$ cat src/rtl/sbox_engine.sv
// -----------------------------------------------------------------------------
// sbox_engine
//
// Applies the AES SubBytes (or, optionally, InvSubBytes) transform to a
// 128-bit AES state. LANES bytes are substituted per clock, so one block takes
// 16/LANES RUN cycles. The input side is a valid/ready handshake. The output
// side holds the result under backpressure.
//
// Parameters
//   LANES      : S-boxes evaluated per cycle (1, 2, 4, 8 or 16)
//
// Ports
//   clk        : clock, rising edge
//   rst        : synchronous, active-high reset
//   in_valid   : in_state/in_inv are offered
//   in_ready   : block can accept an input this cycle
//   in_state   : AES state, byte k at bits [127-8k -: 8] (byte 0 = s00)
//   in_inv     : 1 = InvSubBytes, latched at acceptance
//   out_valid  : out_state holds a completed result
//   out_ready  : consumer takes the result
//   out_state  : substituted state, same byte order as in_state
//   busy       : substitution in progress (state RUN)
//
// Build option
//   SBOX_ENGINE_INV_EN : when defined, the inverse S-box datapath is compiled
//                        in. When undefined, in_inv is ignored and the forward
//                        S-box always applies.
// -----------------------------------------------------------------------------
module sbox_engine #(
  parameter int LANES = 4
) (
  input  logic         clk,
  input  logic         rst,
  input  logic         in_valid,
  output logic         in_ready,
  input  logic [127:0] in_state,
  input  logic         in_inv,
  output logic         out_valid,
  input  logic         out_ready,
  output logic [127:0] out_state,
  output logic         busy
);

  localparam int GROUPS = 16 / LANES;
  localparam int CNT_W  = (GROUPS > 1) ? $clog2(GROUPS) : 1;
  localparam logic [CNT_W-1:0] CNT_LAST = CNT_W'(GROUPS - 1);

  if (!(LANES == 1 || LANES == 2 || LANES == 4 || LANES == 8 || LANES == 16))
  begin : g_bad_lanes
    $error("sbox_engine: LANES must be 1, 2, 4, 8 or 16");
  end

  typedef enum logic [1:0] {
    IDLE = 2'd0,
    RUN  = 2'd1,
    DONE = 2'd2
  } state_t;

  // ---------------------------------------------------------------------------
  // GF(2^8) arithmetic, modulus x^8 + x^4 + x^3 + x + 1 (0x11B)
  // ---------------------------------------------------------------------------
  function automatic logic [7:0] gf_mul(input logic [7:0] a, input logic [7:0] b);
    logic [7:0] p;
    logic [7:0] x;
    p = 8'h00;
    x = a;
    for (int i = 0; i < 8; i++) begin
      if (b[i]) p = p ^ x;
      x = {x[6:0], 1'b0} ^ (x[7] ? 8'h1b : 8'h00);
    end
    return p;
  endfunction

  // The inverse is a^254 (a^255 = 1 for nonzero a). 254 = 2+4+...+128, so the
  // loop multiplies the successive squares together. 0 naturally maps to 0.
  function automatic logic [7:0] gf_inv(input logic [7:0] a);
    logic [7:0] sq;
    logic [7:0] r;
    sq = a;
    r  = 8'h01;
    for (int i = 1; i < 8; i++) begin
      sq = gf_mul(sq, sq);
      r  = gf_mul(r, sq);
    end
    return r;
  endfunction

  // b'_i = b_i ^ b_(i+4) ^ b_(i+5) ^ b_(i+6) ^ b_(i+7) ^ c_i.
  // This equals the XOR of b rotated left by 0..4 bits, plus 0x63.
  function automatic logic [7:0] fwd_sbox(input logic [7:0] a);
    logic [7:0] b;
    b = gf_inv(a);
    return b ^ {b[6:0], b[7]} ^ {b[5:0], b[7:6]} ^ {b[4:0], b[7:5]}
             ^ {b[3:0], b[7:4]} ^ 8'h63;
  endfunction

`ifdef SBOX_ENGINE_INV_EN
  // The inverse affine map is the XOR of s rotated left by 1, 3 and 6 bits,
  // plus 0x05. It is applied before the field inverse.
  function automatic logic [7:0] inv_sbox(input logic [7:0] s);
    logic [7:0] b;
    b = {s[6:0], s[7]} ^ {s[4:0], s[7:5]} ^ {s[1:0], s[7:2]} ^ 8'h05;
    return gf_inv(b);
  endfunction
`endif

  // ---------------------------------------------------------------------------
  // State
  // ---------------------------------------------------------------------------
  state_t             state_q, state_d;
  logic [CNT_W-1:0]   cnt_q,   cnt_d;
  logic [127:0]       work_q,  work_d;
  logic               mode_q,  mode_d;
  int                 byte_idx;

  // Reset overrides every other condition. This forces the reset-time outputs
  // regardless of the registered state.
  assign in_ready  = rst || (state_q == IDLE) || ((state_q == DONE) && out_ready);
  assign out_valid = !rst && (state_q == DONE);
  assign busy      = !rst && (state_q == RUN);
  assign out_state = rst ? 128'd0 : work_q;

`ifndef SBOX_ENGINE_INV_EN
  // In the forward-only build, the mode input and mode register have no reader.
  logic unused_mode;
  assign unused_mode = ^{in_inv, mode_q};
`endif

  always_comb begin
    // NOTE: every always_comb target is defaulted first, so a path that
    // leaves it unassigned holds the value instead of inferring a latch.
    state_d  = state_q;
    cnt_d    = cnt_q;
    work_d   = work_q;
    mode_d   = mode_q;
    byte_idx = 0;

    case (state_q)
      IDLE: begin
        if (in_valid) begin
          state_d = RUN;
          cnt_d   = '0;
          work_d  = in_state;
`ifdef SBOX_ENGINE_INV_EN
          mode_d  = in_inv;
`else
          mode_d  = 1'b0;
`endif
        end
      end

      RUN: begin
        // Only the LANES bytes of the current group pass through S-boxes.
        // Every other byte of the work register holds its value.
        for (int l = 0; l < LANES; l++) begin
          byte_idx = int'(cnt_q) * LANES + l;
`ifdef SBOX_ENGINE_INV_EN
          work_d[127 - 8*byte_idx -: 8] = mode_q ? inv_sbox(work_q[127 - 8*byte_idx -: 8])
                                                 : fwd_sbox(work_q[127 - 8*byte_idx -: 8]);
`else
          work_d[127 - 8*byte_idx -: 8] = fwd_sbox(work_q[127 - 8*byte_idx -: 8]);
`endif
        end
        if (cnt_q == CNT_LAST) begin
          state_d = DONE;
          cnt_d   = '0;
        end else begin
          cnt_d   = cnt_q + 1'b1;
        end
      end

      DONE: begin
        if (out_ready) begin
          if (in_valid) begin
            // The result leaves and the next block enters on the same edge.
            state_d = RUN;
            cnt_d   = '0;
            work_d  = in_state;
`ifdef SBOX_ENGINE_INV_EN
            mode_d  = in_inv;
`else
            mode_d  = 1'b0;
`endif
          end else begin
            state_d = IDLE;
          end
        end
      end

      default: state_d = IDLE;
    endcase
  end

  always_ff @(posedge clk) begin
    if (rst) begin
      // NOTE: the work register is reset with the control state. out_state
      // then reads 0 after reset, and a discarded block cannot leak out.
      state_q <= IDLE;
      cnt_q   <= '0;
      work_q  <= '0;
      mode_q  <= 1'b0;
    end else begin
      // NOTE: sequential state uses non-blocking assignments only, so all
      // flops sample their _d values from before the edge.
      state_q <= state_d;
      cnt_q   <= cnt_d;
      work_q  <= work_d;
      mode_q  <= mode_d;
    end
  end

endmodule
$ cat config.mk
export PLATFORM = sky130hd
export DESIGN_NAME = sbox_engine
export DESIGN_NICKNAME = d
export VERILOG_FILES = /design/src/rtl/sbox_engine.sv
export SDC_FILE = /design/constraint.sdc
export NUM_CORES = 2
export LEC_CHECK = 0
export BUFFER_PORTS_ARGS = -buffer_cell sky130_fd_sc_hd__buf_2
export CAP_MARGIN = 10
export CORE_MARGIN = 5
export CORE_UTILIZATION = 55
export DETAILED_ROUTE_END_ITERATION = 6
export GPL_TIMING_DRIVEN = 0
export HOLD_SLACK_MARGIN = 0.12
export PLACE_DENSITY_LB_ADDON = 0.15
export REMOVE_ABC_BUFFERS = 1
export SYNTH_ARGS = -nofsm -noshare
export SYNTH_HDL_FRONTEND = slang
export SYNTH_SLANG_ARGS = --single-unit
$ cat constraint.sdc
create_clock -name clk -period 23.1 [get_ports clk]
set_clock_uncertainty 0.15 [all_clocks]
set_input_delay 4.62 -clock clk [delete_from_list [all_inputs] [get_ports clk]]
set_output_delay 4.62 -clock clk [all_outputs]
set_load 0.05 [all_outputs]
==> impl_results.md <==
- Outcome: completed
- Top_reg_cell synth: dfxtp_1
- R2r startpoint: cnt_q[1]$_SDFFE_PP0P_
- IO Pins: 264
- Yosys reg bits: 132
- Main combinational cell family by area after synthesis: XOR/XNOR gates
- Max Cap Viol: 0
- Worst path bufs/invs: 5
- Via density per instance: 6.44
- Critical path type: reg2reg
- Worst endpoint required time: 23370 ps
- Final instance area: 0.0716 mm^2
- Synth area leaders: xnor2_1 21%, xnor3_1 8.8%, nor2_1 7.3%
- H-tree lvl count: 4
- Yosys warns: 0
- Synth unique cells: 119
- Mapped cell area: 0.0669 mm^2
- WHS: 349 ps
- CP Capture Type: flip-flop
- Worst-Margin Slew: 1370 ps
- Fillers: 11389
- Tot GR Track Use: 33.9%
- CTS root buffer: clkbuf_16
- Headroom to the max-slew limit: 8.49%
- Final ANT Viol Nets: 0
- Core box area: 0.121 mm^2
- Worst skew pair latency: 520 ps
- NumNets Final: 9225
- Adder and majority gate portion of the synthesized area: 0.614%
- Cell mode on critical path: xnor2_1
- WL final: 231000 um
- Starting density of the core: 55.1%
- Hold crit path type: reg2reg
- Fmax: 0.0455 GHz
- CTS tree: done
- Global-route met2 utilization: 52.1%
- Mux share of post-synthesis cell area: 5.17%
- Initial antenna violation count: 8
- 1st-iter DRT viols: 8324
- Clock-pin slew on the worst setup and hold paths: 70 ps
- Largest net degree at the start of global routing: 110
- XOR/XNOR Fraction of Synth Area: 41.9%
- Largest area contributor in the netlist: xnor2_1
- Area after DPL: 0.0706 mm^2
- Fin. max-slew vios: 0
- Global route hottest layer: met2
- Drt drc: 0
- Post-Syn Area per Cell: 7.23 um^2
- Die height: 359 um
- Buffers added on ports: 262
- Area added between synthesis and finish: 7.09%
- Remaining Overflow, GRT: 0
- Fin crit share: 95.2%
- Post-Syn Instances: 9256
- DR vias: 68930
- First-pass DRT Iterations: 7
- Met1 Usage GRT: 46.5%
- Compound-cell area share of the yosys netlist: 20.9%
- Die Area: 0.129 mm^2
- CP max stage cell: xnor2_1
- Setup TNS: 0 ps
- Tmin final: 21980 ps
- Die Wd: 359 um
- Worst-path fanout max: 27
- Placer Congestion: 0.969
- Hold Fails Final Rpt: 0
- Fraction of registers with async set/reset: 0%
- M3 GR Usage: 8.30%
- First-pass GRT wire length: 356000 um
- EDFF count, synth: 0
- Hold Startpoint: work_q[115]$_SDFFE_PP0P_
- Crit path DAT: 22250 ps
- Setup violations, final: 0
- DPL Wire Length: 171000 um
- Startpoint Class: flip-flop
- Yosys top cell area share: 20.9%
- Simple-gate share of the synthesized area: 22.7%
- Longest Clk Path Bufs: 2
- Unrepaired setup endpoints after global routing: no
- Sequential share of the synthesized area: 3.95%
- Crit path launch: cnt_q[1]$_SDFFE_PP0P_
- Vias in the first global route: 62401
- Cts bufs inserted: 17
- Crit-path max cell delay: 920 ps
- Rows: 128
- Drt wl/cell: 21.6 um
- Crit-path leading delay family: XOR/XNOR gates
- Clk sinks: 132
- Share of cells above drive strength 1: 11.5%
-- flip-flops by register name, summed over array words and instances, names as in the netlist --
signal and flops:
work_q 128, cnt_q 2, state_q 2
-- layout by cell type, fill, tap and decap left out, types with 100 or more instances in the layout --
| cell | instances |
|---|---|
| xnor2_1 | 1492 |
| nor2_1 | 1281 |
| nand2_1 | 914 |
| a21oi_1 | 579 |
| xor2_1 | 403 |
| o21ai_0 | 396 |
| nor3_1 | 276 |
| buf_2 | 264 |
| xnor3_1 | 259 |
| nand3_1 | 236 |
| xnor2_2 | 217 |
| mux2i_1 | 201 |
| nor2b_1 | 183 |
| o22ai_1 | 171 |
| dfxtp_1 | 130 |
| a211oi_1 | 112 |
| a31oi_1 | 100 |
-- per-layer routing --
metal | up-vias | wire length, um
met1 | 32697 | 96500
met4 | 4 | 8540
met2 | 3717 | 99900
met5 | - | 26
li1 | 32024 | -
met3 | 488 | 26600
-- path summary, 6_finish.rpt --
check / end / slack (ps) / depth (start not counted)
setup reg to reg: work_q[18]$_SDFFE_PP0P_ / 1120 / 57
setup / recovery: work_q[18]$_SDFFE_PP0P_ / 1120 / 57
hold / removal: work_q[115]$_SDFFE_PP0P_ / 350 / 2
hold reg to reg: work_q[115]$_SDFFE_PP0P_ / 350 / 2
-- logic make-up (layout without fill, tap and decap cells) --
| logic type | after synthesis | after routing |
|---|---|---|
| buf+inv | 762 | 578 |
| mux | 294 | 294 |
| fa+ha+maj | 33 | 33 |
| simple gates | 3377 | 3377 |
| flops | 132 | 132 |
| compound gates | 2142 | 2142 |
| xor+xnor | 2516 | 2516 |
| other cells | 0 | 9 |
-- what timing repair did --
action | CTS | global route
endpoints found under the hold margin | 0 | 0
setup endpoints to repair | 31 | 96
hold buffers | 0 | 0
buffers inserted | 0 | 1
gates resized for setup | 2 | 13
-- cells in the mapped netlist (39+ instances only) --
master     count
a21oi_1      581
a211oi_1     112
nor3_1       278
clkbuf_1     447
mux2_2        52
xor2_1       431
or3_1         43
and3_1        78
and2_1        66
nor2_1      1295
nand3_1      236
a221oi_1      58
nand2_1      914
a22oi_1       54
inv_1         71
a2bb2oi_1     48
o21a_1        39
a31oi_1      100
xnor2_1     1596
buf_2        138
xnor3_1      260
o21ai_0      396
nor4_1        47
nor2b_1      184
o211ai_1      80
o22ai_1      171
xnor2_2      117
mux2i_1      201
nand2b_1      63
dfxtp_1      132
o21ai_1       54
-- worst register-to-register path: cells and delay by family (launching register included) --
family / cells / cell delay [ps]
buffers and inverters: 5 / 2150
AO/OA/AOI/OAI: 7 / 1250
XOR/XNOR: 30 / 12630
adder cells (fa/ha/maj): 3 / 1860
multiplexers: 3 / 1680
AND/OR/NAND/NOR: 9 / 1530
flip-flops: 1 / 610
-- cell type report --
class	instances	area [um^2]	share of cell area, %
antenna	9	22.5	0.0314
clock buffer	18	429	0.599
clock inverter	13	173	0.241
inverter	101	383	0.534
multi-input combinational	8362	62200	86.9
sequential	132	2650	3.70
tap	1625	2030	2.84
timing repair buffer	446	3700	5.16
-- stage by stage --
| step | instances | setup WS [ps] | util, % |
|---|---|---|---|
| 2_1_floorplan | 8595 | 1780 | - |
| 3_3_place_gp | 10482 | -7060 | 55.5 |
| 3_5_place_dp | 10636 | -784 | 58.2 |
| 4_1_cts | 10667 | 78.7 | 58.7 |
| 5_1_grt | 10697 | 22.7 | 59.0 |
| 6_report | 10706 | 1120 | 59.0 |
Power is left out: the tool's default activity adds up to more than one toggle a clock period on the data nets, which glitch-free logic cannot reach.
